File: src/rtl/axi_lite_arbiter_rr.sv
// Round-robin arbiter sharing one AXI4-Lite slave between NUM_SLV requesters, reads and writes arbitrated independently.
// Define AXI_LITE_ARB_FIXED_PRIO_EN to replace round-robin with fixed lowest-index-wins priority in both directions.
module axi_lite_arbiter_rr #(
  parameter int unsigned NUM_SLV    = 4,
  parameter int unsigned ADDR_WIDTH = 32,
  parameter int unsigned DATA_WIDTH = 32
) (
  input  logic                              Clk_CI,
  input  logic                              Rst_RBI,
  // Requester side, port k at slice k
  input  logic [NUM_SLV*ADDR_WIDTH-1:0]     Slv_AwAddr_DI,
  input  logic [NUM_SLV-1:0]                Slv_AwValid_SI,
  output logic [NUM_SLV-1:0]                Slv_AwReady_SO,
  input  logic [NUM_SLV*DATA_WIDTH-1:0]     Slv_WData_DI,
  input  logic [NUM_SLV*DATA_WIDTH/8-1:0]   Slv_WStrb_DI,
  input  logic [NUM_SLV-1:0]                Slv_WValid_SI,
  output logic [NUM_SLV-1:0]                Slv_WReady_SO,
  output logic [NUM_SLV*2-1:0]              Slv_BResp_DO,
  output logic [NUM_SLV-1:0]                Slv_BValid_SO,
  input  logic [NUM_SLV-1:0]                Slv_BReady_SI,
  input  logic [NUM_SLV*ADDR_WIDTH-1:0]     Slv_ArAddr_DI,
  input  logic [NUM_SLV-1:0]                Slv_ArValid_SI,
  output logic [NUM_SLV-1:0]                Slv_ArReady_SO,
  output logic [NUM_SLV*DATA_WIDTH-1:0]     Slv_RData_DO,
  output logic [NUM_SLV*2-1:0]              Slv_RResp_DO,
  output logic [NUM_SLV-1:0]                Slv_RValid_SO,
  input  logic [NUM_SLV-1:0]                Slv_RReady_SI,
  // Shared slave side
  output logic [ADDR_WIDTH-1:0]             Mst_AwAddr_DO,
  output logic                              Mst_AwValid_SO,
  input  logic                              Mst_AwReady_SI,
  output logic [DATA_WIDTH-1:0]             Mst_WData_DO,
  output logic [DATA_WIDTH/8-1:0]           Mst_WStrb_DO,
  output logic                              Mst_WValid_SO,
  input  logic                              Mst_WReady_SI,
  input  logic [1:0]                        Mst_BResp_DI,
  input  logic                              Mst_BValid_DI,
  output logic                              Mst_BReady_SO,
  output logic [ADDR_WIDTH-1:0]             Mst_ArAddr_DO,
  output logic                              Mst_ArValid_SO,
  input  logic                              Mst_ArReady_SI,
  input  logic [DATA_WIDTH-1:0]             Mst_RData_DI,
  input  logic [1:0]                        Mst_RResp_DI,
  input  logic                              Mst_RValid_SI,
  output logic                              Mst_RReady_SO,
  // FSM state observation (0 idle, 1 xfer/addr, 2 resp/data)
  output logic [1:0]                        Dbg_WState_SO,
  output logic [1:0]                        Dbg_RState_SO
);

  localparam int unsigned STRB_WIDTH = DATA_WIDTH / 8;
  localparam int unsigned IDX_W      = $clog2(NUM_SLV);

  typedef enum logic [1:0] {W_IDLE = 2'd0, W_XFER = 2'd1, W_RESP = 2'd2} w_state_e;
  typedef enum logic [1:0] {R_IDLE = 2'd0, R_ADDR = 2'd1, R_DATA = 2'd2} r_state_e;

  // Handshakes: a beat transfers in a cycle where valid and ready are both high;
  // valid never depends combinationally on ready, and ready/valid pass through
  // only between the master and the registered grant in non-idle states.

  w_state_e           wstate_q, wstate_d;
  r_state_e           rstate_q, rstate_d;
  logic [IDX_W-1:0]   wgnt_q, wgnt_d, rgnt_q, rgnt_d;
  logic               aw_done_q, aw_done_d, w_done_q, w_done_d;
  logic               aw_hs, w_hs;
  logic [NUM_SLV-1:0] wreq, rreq;
  logic [IDX_W-1:0]   wpick, rpick;
  int unsigned        wsel, rsel;

  assign wreq = Slv_AwValid_SI & Slv_WValid_SI;
  assign rreq = Slv_ArValid_SI;
  assign wsel = 32'(wgnt_q);
  assign rsel = 32'(rgnt_q);

  assign Dbg_WState_SO = wstate_q;
  assign Dbg_RState_SO = rstate_q;

`ifdef AXI_LITE_ARB_FIXED_PRIO_EN
  function automatic logic [IDX_W-1:0] prio_pick(input logic [NUM_SLV-1:0] req);
    logic [IDX_W-1:0] gnt;
    gnt = '0;
    for (int i = int'(NUM_SLV) - 1; i >= 0; i--) begin
      if (req[i]) gnt = IDX_W'(i);
    end
    return gnt;
  endfunction

  always_comb begin
    wpick = prio_pick(wreq);
    rpick = prio_pick(rreq);
  end
`else
  logic [IDX_W-1:0] wptr_q, wptr_d, rptr_q, rptr_d;

  function automatic logic [IDX_W-1:0] rr_pick(input logic [NUM_SLV-1:0] req,
                                               input logic [IDX_W-1:0]   ptr);
    logic [IDX_W-1:0] gnt;
    logic             found;
    int unsigned      idx;
    gnt   = '0;
    found = 1'b0;
    for (int unsigned i = 0; i < NUM_SLV; i++) begin
      idx = 32'(ptr) + i;
      if (idx >= NUM_SLV) idx = idx - NUM_SLV;
      if (!found && req[idx]) begin
        gnt   = IDX_W'(idx);
        found = 1'b1;
      end
    end
    return gnt;
  endfunction

  function automatic logic [IDX_W-1:0] ptr_after(input logic [IDX_W-1:0] gnt);
    if (32'(gnt) == NUM_SLV - 1) return '0;
    return gnt + 1'b1;
  endfunction

  always_comb begin
    wpick  = rr_pick(wreq, wptr_q);
    rpick  = rr_pick(rreq, rptr_q);
    wptr_d = wptr_q;
    rptr_d = rptr_q;
    if (wstate_q == W_IDLE && |wreq) wptr_d = ptr_after(wpick);
    if (rstate_q == R_IDLE && |rreq) rptr_d = ptr_after(rpick);
  end

  always_ff @(posedge Clk_CI) begin
    if (!Rst_RBI) begin
      wptr_q <= '0;
      rptr_q <= '0;
    end else begin
      wptr_q <= wptr_d;
      rptr_q <= rptr_d;
    end
  end
`endif

  always_ff @(posedge Clk_CI) begin
    if (!Rst_RBI) begin
      wstate_q  <= W_IDLE;
      rstate_q  <= R_IDLE;
      wgnt_q    <= '0;
      rgnt_q    <= '0;
      aw_done_q <= 1'b0;
      w_done_q  <= 1'b0;
    end else begin
      wstate_q  <= wstate_d;
      rstate_q  <= rstate_d;
      wgnt_q    <= wgnt_d;
      rgnt_q    <= rgnt_d;
      aw_done_q <= aw_done_d;
      w_done_q  <= w_done_d;
    end
  end

  always_comb begin
    wstate_d       = wstate_q;
    wgnt_d         = wgnt_q;
    aw_done_d      = aw_done_q;
    w_done_d       = w_done_q;
    aw_hs          = 1'b0;
    w_hs           = 1'b0;
    Mst_AwAddr_DO  = '0;
    Mst_AwValid_SO = 1'b0;
    Mst_WData_DO   = '0;
    Mst_WStrb_DO   = '0;
    Mst_WValid_SO  = 1'b0;
    Mst_BReady_SO  = 1'b0;
    Slv_AwReady_SO = '0;
    Slv_WReady_SO  = '0;
    Slv_BValid_SO  = '0;
    Slv_BResp_DO   = '0;
    case (wstate_q)
      W_IDLE: begin
        if (|wreq) begin
          wgnt_d   = wpick;
          wstate_d = W_XFER;
        end
      end
      W_XFER: begin
        Mst_AwAddr_DO  = Slv_AwAddr_DI[wsel*ADDR_WIDTH +: ADDR_WIDTH];
        Mst_WData_DO   = Slv_WData_DI[wsel*DATA_WIDTH +: DATA_WIDTH];
        Mst_WStrb_DO   = Slv_WStrb_DI[wsel*STRB_WIDTH +: STRB_WIDTH];
        Mst_AwValid_SO = !aw_done_q;
        Mst_WValid_SO  = !w_done_q;
        aw_hs          = !aw_done_q && Mst_AwReady_SI;
        w_hs           = !w_done_q && Mst_WReady_SI;
        Slv_AwReady_SO[wgnt_q] = aw_hs;
        Slv_WReady_SO[wgnt_q]  = w_hs;
        // AW and W complete independently; leave only once both have fired.
        if ((aw_done_q || aw_hs) && (w_done_q || w_hs)) begin
          aw_done_d = 1'b0;
          w_done_d  = 1'b0;
          wstate_d  = W_RESP;
        end else begin
          aw_done_d = aw_done_q || aw_hs;
          w_done_d  = w_done_q || w_hs;
        end
      end
      W_RESP: begin
        Mst_BReady_SO                 = Slv_BReady_SI[wgnt_q];
        Slv_BValid_SO[wgnt_q]         = Mst_BValid_DI;
        Slv_BResp_DO[wsel*2 +: 2]     = Mst_BResp_DI;
        if (Mst_BValid_DI && Slv_BReady_SI[wgnt_q]) wstate_d = W_IDLE;
      end
      default: wstate_d = W_IDLE;
    endcase
  end

  always_comb begin
    rstate_d       = rstate_q;
    rgnt_d         = rgnt_q;
    Mst_ArAddr_DO  = '0;
    Mst_ArValid_SO = 1'b0;
    Mst_RReady_SO  = 1'b0;
    Slv_ArReady_SO = '0;
    Slv_RValid_SO  = '0;
    Slv_RData_DO   = '0;
    Slv_RResp_DO   = '0;
    case (rstate_q)
      R_IDLE: begin
        if (|rreq) begin
          rgnt_d   = rpick;
          rstate_d = R_ADDR;
        end
      end
      R_ADDR: begin
        Mst_ArAddr_DO          = Slv_ArAddr_DI[rsel*ADDR_WIDTH +: ADDR_WIDTH];
        Mst_ArValid_SO         = 1'b1;
        Slv_ArReady_SO[rgnt_q] = Mst_ArReady_SI;
        if (Mst_ArReady_SI) rstate_d = R_DATA;
      end
      R_DATA: begin
        Mst_RReady_SO                            = Slv_RReady_SI[rgnt_q];
        Slv_RValid_SO[rgnt_q]                    = Mst_RValid_SI;
        Slv_RData_DO[rsel*DATA_WIDTH +: DATA_WIDTH] = Mst_RData_DI;
        Slv_RResp_DO[rsel*2 +: 2]                = Mst_RResp_DI;
        if (Mst_RValid_SI && Slv_RReady_SI[rgnt_q]) rstate_d = R_IDLE;
      end
      default: rstate_d = R_IDLE;
    endcase
  end

endmodule

File: config.mk
export PLATFORM = sky130hd
export DESIGN_NAME = axi_lite_arbiter_rr
export DESIGN_NICKNAME = d
export VERILOG_FILES = /design/src/rtl/axi_lite_arbiter_rr.sv
export SDC_FILE = /design/constraint.sdc
export NUM_CORES = 1
export LEC_CHECK = 0
export BUFFER_PORTS_ARGS = -buffer_cell sky130_fd_sc_hd__buf_4
export CORE_AREA = 2 2 287 289
export DETAILED_ROUTE_END_ITERATION = 16
export DIE_AREA = 0 0 289 291
export GPL_TIMING_DRIVEN = 0
export PLACE_DENSITY = 0.32
export REMOVE_ABC_BUFFERS = 1
export SYNTH_ARGS = -nofsm -noshare
export SYNTH_HDL_FRONTEND = slang
export SYNTH_SLANG_ARGS = --single-unit
File: constraint.sdc
create_clock -name Clk_CI -period 3.4 [get_ports Clk_CI]
set_input_delay 0.34 -clock Clk_CI [delete_from_list [all_inputs] [get_ports Clk_CI]]
set_output_delay 0.34 -clock Clk_CI [all_outputs]
set_load 0.01 [all_outputs]
==> results.md, run 1 <==
Synth:
- The area of the mapped netlist is 0.00536 mm2.
- The proportion of synthesized flip-flops having asynchronous set or reset is 0%.
- The number of different library cells used by synthesis comes to 45.
- The count of flip-flops with a built-in enable after synthesis is 0.
- The share of the synthesized area in compound gates (AO/OA/AOI/OAI) is 4.88%.
- The main combinational cell family by area after synthesis is multiplexers.
- Of the post-synthesis cell area, the part taken by muxes is 43.6%.
- The xor and xnor fraction of the mapped netlist area is 0.163%.
- Summing the areas of all and, or, nand and nor instances in the mapped netlist gives 36.3% of the synthesized area.
- The share of synthesized cell area in full adder, half adder and majority cells is 2.78%.
- The register area share after synthesis is 5.23%.
- The number of register bits inferred by synthesis is 14.
- During synthesis, Yosys emitted a total of 0 warnings.
- The dominant synthesized flop cell is dfxtp_1.
- The cell count after synthesis is 551.
- The mean instance size in the synthesized netlist is 9.73 um2.

Clock network:
- The number of H-tree levels is 1.
- The count of hold buffers inserted by post-cts repair is 0.
- TritonCTS built the clock tree.
- The root cell of the clock tree is clkbuf_16.
- The number of buffers added by the clock tree synthesis step is 3.
- The maximum buffer depth of the clock tree is 2.
- The total number of clock tree sinks is 14.
- Clock-pin slew was measured on the worst setup and hold paths at 0.06 ns.
- The clock reaches the later pin of the worst-skew pair after 0.26 ns.

Power:
- The worst supply voltage drop on vdd is 0.000123 V.
- Internal power comes to 1.40 mW.
- The clock network is responsible for 12.4% of the overall power.
- The share of power burned in combinational logic is 75.4%.
- The switching share of power is 38.9%.
- In this run the power density over the cells is 187 mW/mm2.
- The total power after layout is 2.28 mW.
- The net switching power is 0.888 mW.
- The leakage power summed over all cells is 5.66 nW.
- The sequential share of power is 12.2%.

Critical path:
- The setup check on the worst reg-to-reg path leaves a slack of 1.11 ns.
- The beginning of the worst register-to-register path is Dbg_WState_SO[0].
- The endpoint of the most critical register-to-register path is Dbg_WState_SO[1].
- The worst setup path is launched from a flop.
- The arrival time of the worst setup path is 2.93 ns.
- STA classifies the critical path endpoint as a primary output.
- The maximum fanout along the worst path is 34.
- The critical path class is reg -> out.
- The critical path required time is 3.06 ns.
- The depth of the most critical reg-to-reg path is 5.

Floorplan:
- The floorplan step set the die height to 291 um.
- The initialized floorplan defines 105 standard-cell rows.
- The floorplan step defined a die boundary enclosing 0.0841 mm2.
- For this configuration, the core starts out at a cell density of 6.61%.
- Pin placement for this block handled 736 I/O pins.
- The die span in x is 289 um.
- The total area inside the core boundary comes to 0.0812 mm2.

STA:
- The max-slew violation count is 0.
- The upper clock frequency limit is 306 MHz.
- The worst-case clock skew is 0.00461 ns.
- The final setup slack of the worst path is 0.134 ns.
- In this run the tightest slew margin relative to its limit is 49.2%.
- The final count of hold timing violations is 0.
- The post-route fraction of the period consumed by the critical path is 96.1%.
- For the finished layout, the period the worst path requires is 3.27 ns.
- The tightest hold path in the finished design has a slack of 0.363 ns.
- Summed over all failing endpoints, the final setup total negative slack is 0 ns.
- At the pin with the least slew margin, the transition time is 0.754 ns.
- Setup repair after global routing left no endpoint under its margin.
- Setup violations remaining at the end of the flow were counted as 0.

Global route:
- The sum of overflow across all layers after global routing is 0.
- Global routing consumed, over all layers together, 9.18% of the routing resources.
- Entering global routing, the biggest net connects 56 pins.
- The via count of the first global-routing pass is 7494.
- The initial antenna violation count is 6.
- The first global-routing pass estimated 56300 um of wire.

Finish:
- The filler cell count is 9278.
- From synthesis to final layout, the design area changed by 127%.
- The utilization after layout is 15.0%.
- After routing the design area is 0.0122 mm2.
- The non-filler instance count after layout is 2320.
- After the last flow step, the layout net total stands at 1723.
- The post-route netlist has 69.6% of its cells at a drive strength greater than 1.

Flow run:
- The number of maximum-capacitance violations is 0.

Worst hold path:
- The worst min-delay path category is in -> reg.
- For hold timing, the worst endpoint is w_done_q.
- The start point of the worst hold path is Mst_WReady_SI.
- The number of stages on the worst hold path is 3.

Routing:
- The detailed router's first-iteration violation count is 252.
- Summed over all layers, the routed wires come to 41400 um.
- The DRC violations left is 0.
- The number of vias in the routed layout is 7319.
- The remaining number of nets flagged by the antenna check after routing is 0.
- The via density per instance is 3.15.
- After detailed routing, the average wire length per cell comes to 17.9 um.
- The first TritonRoute pass finished after 4 iterations.

Outcome:
- The flow ran to the end, and the final reports show no timing, DRC or antenna violations.

Placed design:
- Routability-driven placement finished with a final weighted congestion of 0.936.
- Counting tap cells, the placed design contains a total of 2311 instances.
- The post-place instance area is 0.0121 mm2.
- The count of input and output buffers is 735.
- The placed wire-length estimate is 36500 um.
- The worst-case setup slack after placement is -0.0143 ns.
-- power groups by stage --
stage | sequential [mW] | clock [mW] | combinational, mW
2_1_floorplan | 0.310 | 0 | 0.726
3_3_place_gp | 0.391 | 0 | 1.66
3_5_place_dp | 0.284 | 0 | 1.75
4_1_cts | 0.281 | 0.307 | 1.76
5_1_grt | 0.288 | 0.317 | 1.86
6_report | 0.278 | 0.283 | 1.72
-- critical path, cell delays in order, from the launching register on --
cell and delay, ns:
dfxtp_2 0.65, buf_12 0.26, inv_1 0.11, ha_1 0.35, and4b_2 0.75, and2_1 0.31, buf_4 0.15
-- cell usage in the layout (no fill, tap or decap), types with 2 or more instances in the layout --
master	n
a21oi_1	12
a32o_1	2
and2_1	242
and3_1	20
and4_2	2
buf_12	3
buf_16	3
buf_4	738
clkbuf_16	3
dfxtp_1	10
dfxtp_4	3
diode_2	2
ha_1	11
inv_1	8
mux2i_1	4
mux4_2	102
nand2_1	9
nand2b_1	6
nand3_1	3
nor2_1	23
nor2_2	2
nor2b_1	2
nor2b_4	2
nor3_1	2
o21ai_0	6
o221ai_1	2
o22a_1	2
o31ai_1	2
-- synth_stat cells (2+ instances only) --
library cell,instances,area [um2]
and4_1,2,17.5
o21ai_0,6,30.0
and4b_1,2,20.0
o22a_1,2,17.5
nand2_1,9,33.8
nor3_1,2,10.0
clkbuf_1,13,48.8
inv_1,8,30.0
nor2_1,23,86.3
buf_2,25,125
nor2_2,2,12.5
mux2i_1,4,40.0
nor2b_1,4,25.0
a32o_1,2,20.0
o31ai_1,2,15.0
o221ai_1,2,17.5
a21oi_1,12,60.1
nand3_1,3,15.0
nand2b_1,6,37.5
mux4_2,102,2300
buf_6,13,146
and2_1,242,1510
ha_1,11,138
and3_1,20,125
dfxtp_1,14,280
-- how the worst max path moves through the flow --
stage | from | end | slack [ns]
3_5_place_dp | rgnt_q[1] | Slv_RData_DO[96] | -0.01
6_report | rgnt_q[1] | Slv_RData_DO[96] | 0.13
5_1_grt | rgnt_q[1] | Slv_RData_DO[96] | 0.01
3_3_place_gp | Dbg_WState_SO[0] | Dbg_WState_SO[1] | -3.66
2_1_floorplan | wgnt_q[0] | Slv_BResp_DO[7] | -1.28
4_1_cts | rgnt_q[1] | Slv_RData_DO[29] | 0.04
-- sequential cells by signal, indices dropped and copies added, names as in the netlist, named ones only --
name and count:
wptr_q 2, rgnt_q 2, Dbg_RState_SO 2, wgnt_q 2, aw_done_q 1, rptr_q 1
Dbg_WState_SO 2, w_done_q 1
-- layout make-up --
type                            count  area (um2)  area share, %
Tap cell                         1070        1340           11.0
Sequential cell                    14         293           2.40
Clock buffer                        4        88.8          0.729
Timing Repair Buffer              745        5690           46.7
Inverter                           10        51.3          0.421
Antenna cell                        2        5.00         0.0410
Multi-Input combinational cell    475        4720           38.7
-- layer usage --
metal,part of all wire (%),track usage (%),vias up
met5,0,0,-
met3,7.1,1.89,14
li1,-,-,3415
met4,0.77,0.830,0
met1,41,11.7,3519
met2,51,16.4,371
-- what timing repair did --
item	4_1_cts	5_1_grt
buffers inserted	0	3
pin swaps	1	1
setup endpoints to repair	120	18
gates resized for setup	3	0
-- cell families after synthesis --
| group | after synthesis |
|---|---|
| AO/OA/AOI/OAI | 36 |
| flip-flops | 14 |
| buffers and inverters | 62 |
| adder cells (fa/ha/maj) | 12 |
| multiplexers | 106 |
| AND/OR/NAND/NOR | 320 |
| XOR/XNOR | 1 |
Power figures use the tool's default switching activity.
==> inputs of run 2 (changes only) <==
CTS_BUF_LIST = sky130_fd_sc_hd__clkbuf_4 sky130_fd_sc_hd__clkbuf_8   (was not set)
==> run 2 against run 1 <==
Effect of this change: global-route usage unchanged; clock skew increased by 0.0068 ns; sequential share of layout area about the same; power decreased by 3.8%; non-clock buffer count unchanged; combinational power about the same; worst setup slack improved by 0.095 ns; critical endpoint is now Slv_RData_DO[40]; largest cell class unchanged; largest power group unchanged.
==> results.md, run 2 (synthesis results as in run 1) <==
Power:
- The leakage power summed over all cells was 5.64 nW (-0.30%).
- The worst supply voltage drop on vdd is 0.0000885 V (-28%).
- The power density relative to cell area is 181 mW/mm2 (-3.6%).

Global route:
- The global-route usage over all layers came to 9.18% (unchanged).
- The via count of the first global-routing pass was 7495 (+0.013%).
- The largest net degree at the start of global routing is 56 (unchanged).
- The initial antenna violation count came to 6 (unchanged).
- The global-route wire length before repair is 56300 um (about the same).
- The sum of overflow across all layers after global routing is 0 (unchanged).

Worst hold path:
- The worst hold path begins at Mst_WReady_SI.
- The hold path endpoint is w_done_q.
- The number of stages on the worst hold path was 3 (unchanged).
- The worst hold path belongs to the class in -> reg.

Clock network:
- The latest clock arrival within the worst-skew pair is 0.28 ns (+0.02 ns).
- TritonCTS built the clock tree.
- The clock-pin slew of the registers on the worst-case setup and hold paths came to 0.09 ns (+0.03 ns).
- The maximum buffer depth of the clock tree came to 2 (unchanged).
- The number of H-tree levels came to 1 (unchanged).
- The count of hold buffers inserted by post-cts repair is 0 (unchanged).
- The tree is rooted in a clkbuf_8.
- The number of buffers added by the clock tree synthesis step was 3 (unchanged).
- The total number of clock tree sinks is 14 (unchanged).

STA:
- The final count of hold timing violations was 0 (unchanged).
- The post-route fraction of the period consumed by the critical path came to 93.3% (-2.8 points).
- The upper clock frequency limit came to 315 MHz (+3.0%).
- Setup repair after global routing left no endpoint under its margin.
- The slew at the pin closest to its max-slew limit is 0.770 ns (+0.0162 ns).
- The relative slew slack came to 48.1% (-1.1 points).
- The max-slew violation count is 0 (unchanged).
- The accumulated negative setup slack is 0 ns (unchanged).
- The time the final worst path needs with I/O delays and setup came to 3.17 ns (-0.0954 ns).
- The worst-case hold slack is 0.345 ns (-0.0185 ns).
- The final setup violation count came to 0 (unchanged).
- The worst-case clock skew is 0.0114 ns (+0.00684 ns).

Routing:
- The iteration count of the initial detailed-routing pass is 4 (unchanged).
- The total wire length after detailed routing came to 41400 um (about the same).
- The detailed router's first-iteration violation count is 252 (unchanged).
- The number of vias in the routed layout is 7326 (+0.096%).
- The via density per instance was 3.16 (about the same).
- The DRC violations left is 0 (unchanged).
- The remaining number of nets flagged by the antenna check after routing is 0 (unchanged).
- The mean routed wirelength per cell is 17.9 um (about the same).

Critical path:
- The category of the worst setup path launch point is a flop.
- STA classifies the critical path endpoint as a primary output.
- The arrival time of the worst setup path is 2.83 ns (-0.10 ns).
- The worst register-to-register path begins at Dbg_WState_SO[0].
- The depth of the most critical reg-to-reg path came to 5 (unchanged).
- The critical path class is reg -> out.
- The register-to-register path setup slack is 1.10 ns (about the same).
- The maximum fanout along the worst path is 34 (unchanged).
- The critical path required time is 3.06 ns (about the same).
- In this run the critical register-to-register path is captured at Dbg_WState_SO[1].

Finish:
- The post-route cell area is 0.0122 mm2 (-0.24%).
- The net count of the finished layout came to 1723 (unchanged).
- The top cell types in the final layout, fill and taps aside, are 738 x buf_4, 242 x and2_1, 102 x mux4_2.
- The most frequent standard cell in the layout excluding fill and tap cells is buf_4.
- The area overhead of the layout relative to synthesis is 127%.
- The fraction of final layout cells sized beyond drive strength 1 is 69.6% (unchanged).

Floorplan:
- The die span in x is 289 um (unchanged).
- The starting density of the core is 6.61% (unchanged).
- The area of the placeable core came to 0.0812 mm2 (unchanged).
- The number of core rows is 105 (unchanged).
- The die area is 0.0841 mm2 (unchanged).
- The number of top-level pins is 736 (unchanged).
- The chip height is 291 um (unchanged).

Flow run:
- The number of maximum-capacitance violations is 0 (unchanged).

Outcome:
- The run finished with clean final reports.

Placed design:
- The placed wire-length estimate is 36500 um (unchanged).
- The weighted congestion at the end of routability-driven global placement was 0.936 (unchanged).
- The post-place instance area is 0.0121 mm2 (unchanged).
- The count of input and output buffers is 735 (unchanged).
-- run 2: changes by cell type in the layout (fill, tap and decap cells not counted), sizes merged --
| cell | before | now |
|---|---|---|
| diode | 2 | 3 |
-- run 2: what timing repair did --
action | CTS | global route
gates cloned | 0 | 0
setup endpoints to repair | 120 | 19
gates resized for setup | 3 | 1
setup buffers | 0 | 3
pin swaps | 1 | 1
-- run 2: per-layer routing --
metal / share of wire (%) / GRT usage [%]
met3: 7.0 / 1.89
met1: 41 / 11.7
met5: 0 / 0
met4: 0.75 / 0.830
met2: 51 / 16.4
-- run 2: through the flow --
step / worst slack, ns / instances / power (mW) / utilization (%)
floorplan: -1.28 / 499 / 1.04 / -
global placement: -3.66 / 2304 / 2.05 / 14.6
detailed placement: -0.0143 / 2311 / 2.03 / 14.9
CTS: 0.00931 / 2315 / 2.26 / 14.9
global route: 0.0646 / 2318 / 2.38 / 15.0
finish: 0.229 / 2321 / 2.20 / 15.0
-- run 2: critical path: stages, from the launching register on --
cell	delay [ns]
dfxtp_2	0.66
buf_12	0.26
inv_1	0.11
ha_1	0.24
nor2_2	0.15
and4_2	0.68
and2_1	0.25
buf_4	0.13
-- run 2: area by class of cell --
cell class | count | area (um2)
Multi-Input combinational cell | 475 | 4730
Sequential cell | 14 | 293
Clock buffer | 4 | 55.1
Timing Repair Buffer | 745 | 5690
Antenna cell | 3 | 7.51
Fill cell | 9278 | 69000
Inverter | 10 | 51.3
Tap cell | 1070 | 1340
-- run 2: worst max-delay path by stage --
stage / startpoint / endpoint / slack (ns) / cells past startpoint
finish: rgnt_q[1] / Slv_RData_DO[40] / 0.23 / 7
global route: rgnt_q[1] / Slv_RData_DO[40] / 0.06 / 7
CTS: rgnt_q[1] / Slv_RData_DO[29] / 0.009 / 7
detailed placement: rgnt_q[1] / Slv_RData_DO[96] / -0.01 / 6
global placement: Dbg_WState_SO[0] / Dbg_WState_SO[1] / -3.66 / 4
floorplan: wgnt_q[0] / Slv_BResp_DO[7] / -1.28 / 4
-- run 2: report_power, final --
part / internal (mW) / total (mW) / switching, mW
clock network: 0.104 / 0.196 / 0.0925
registers: 0.188 / 0.278 / 0.0900
logic: 1.03 / 1.72 / 0.695
total: 1.32 / 2.20 / 0.878
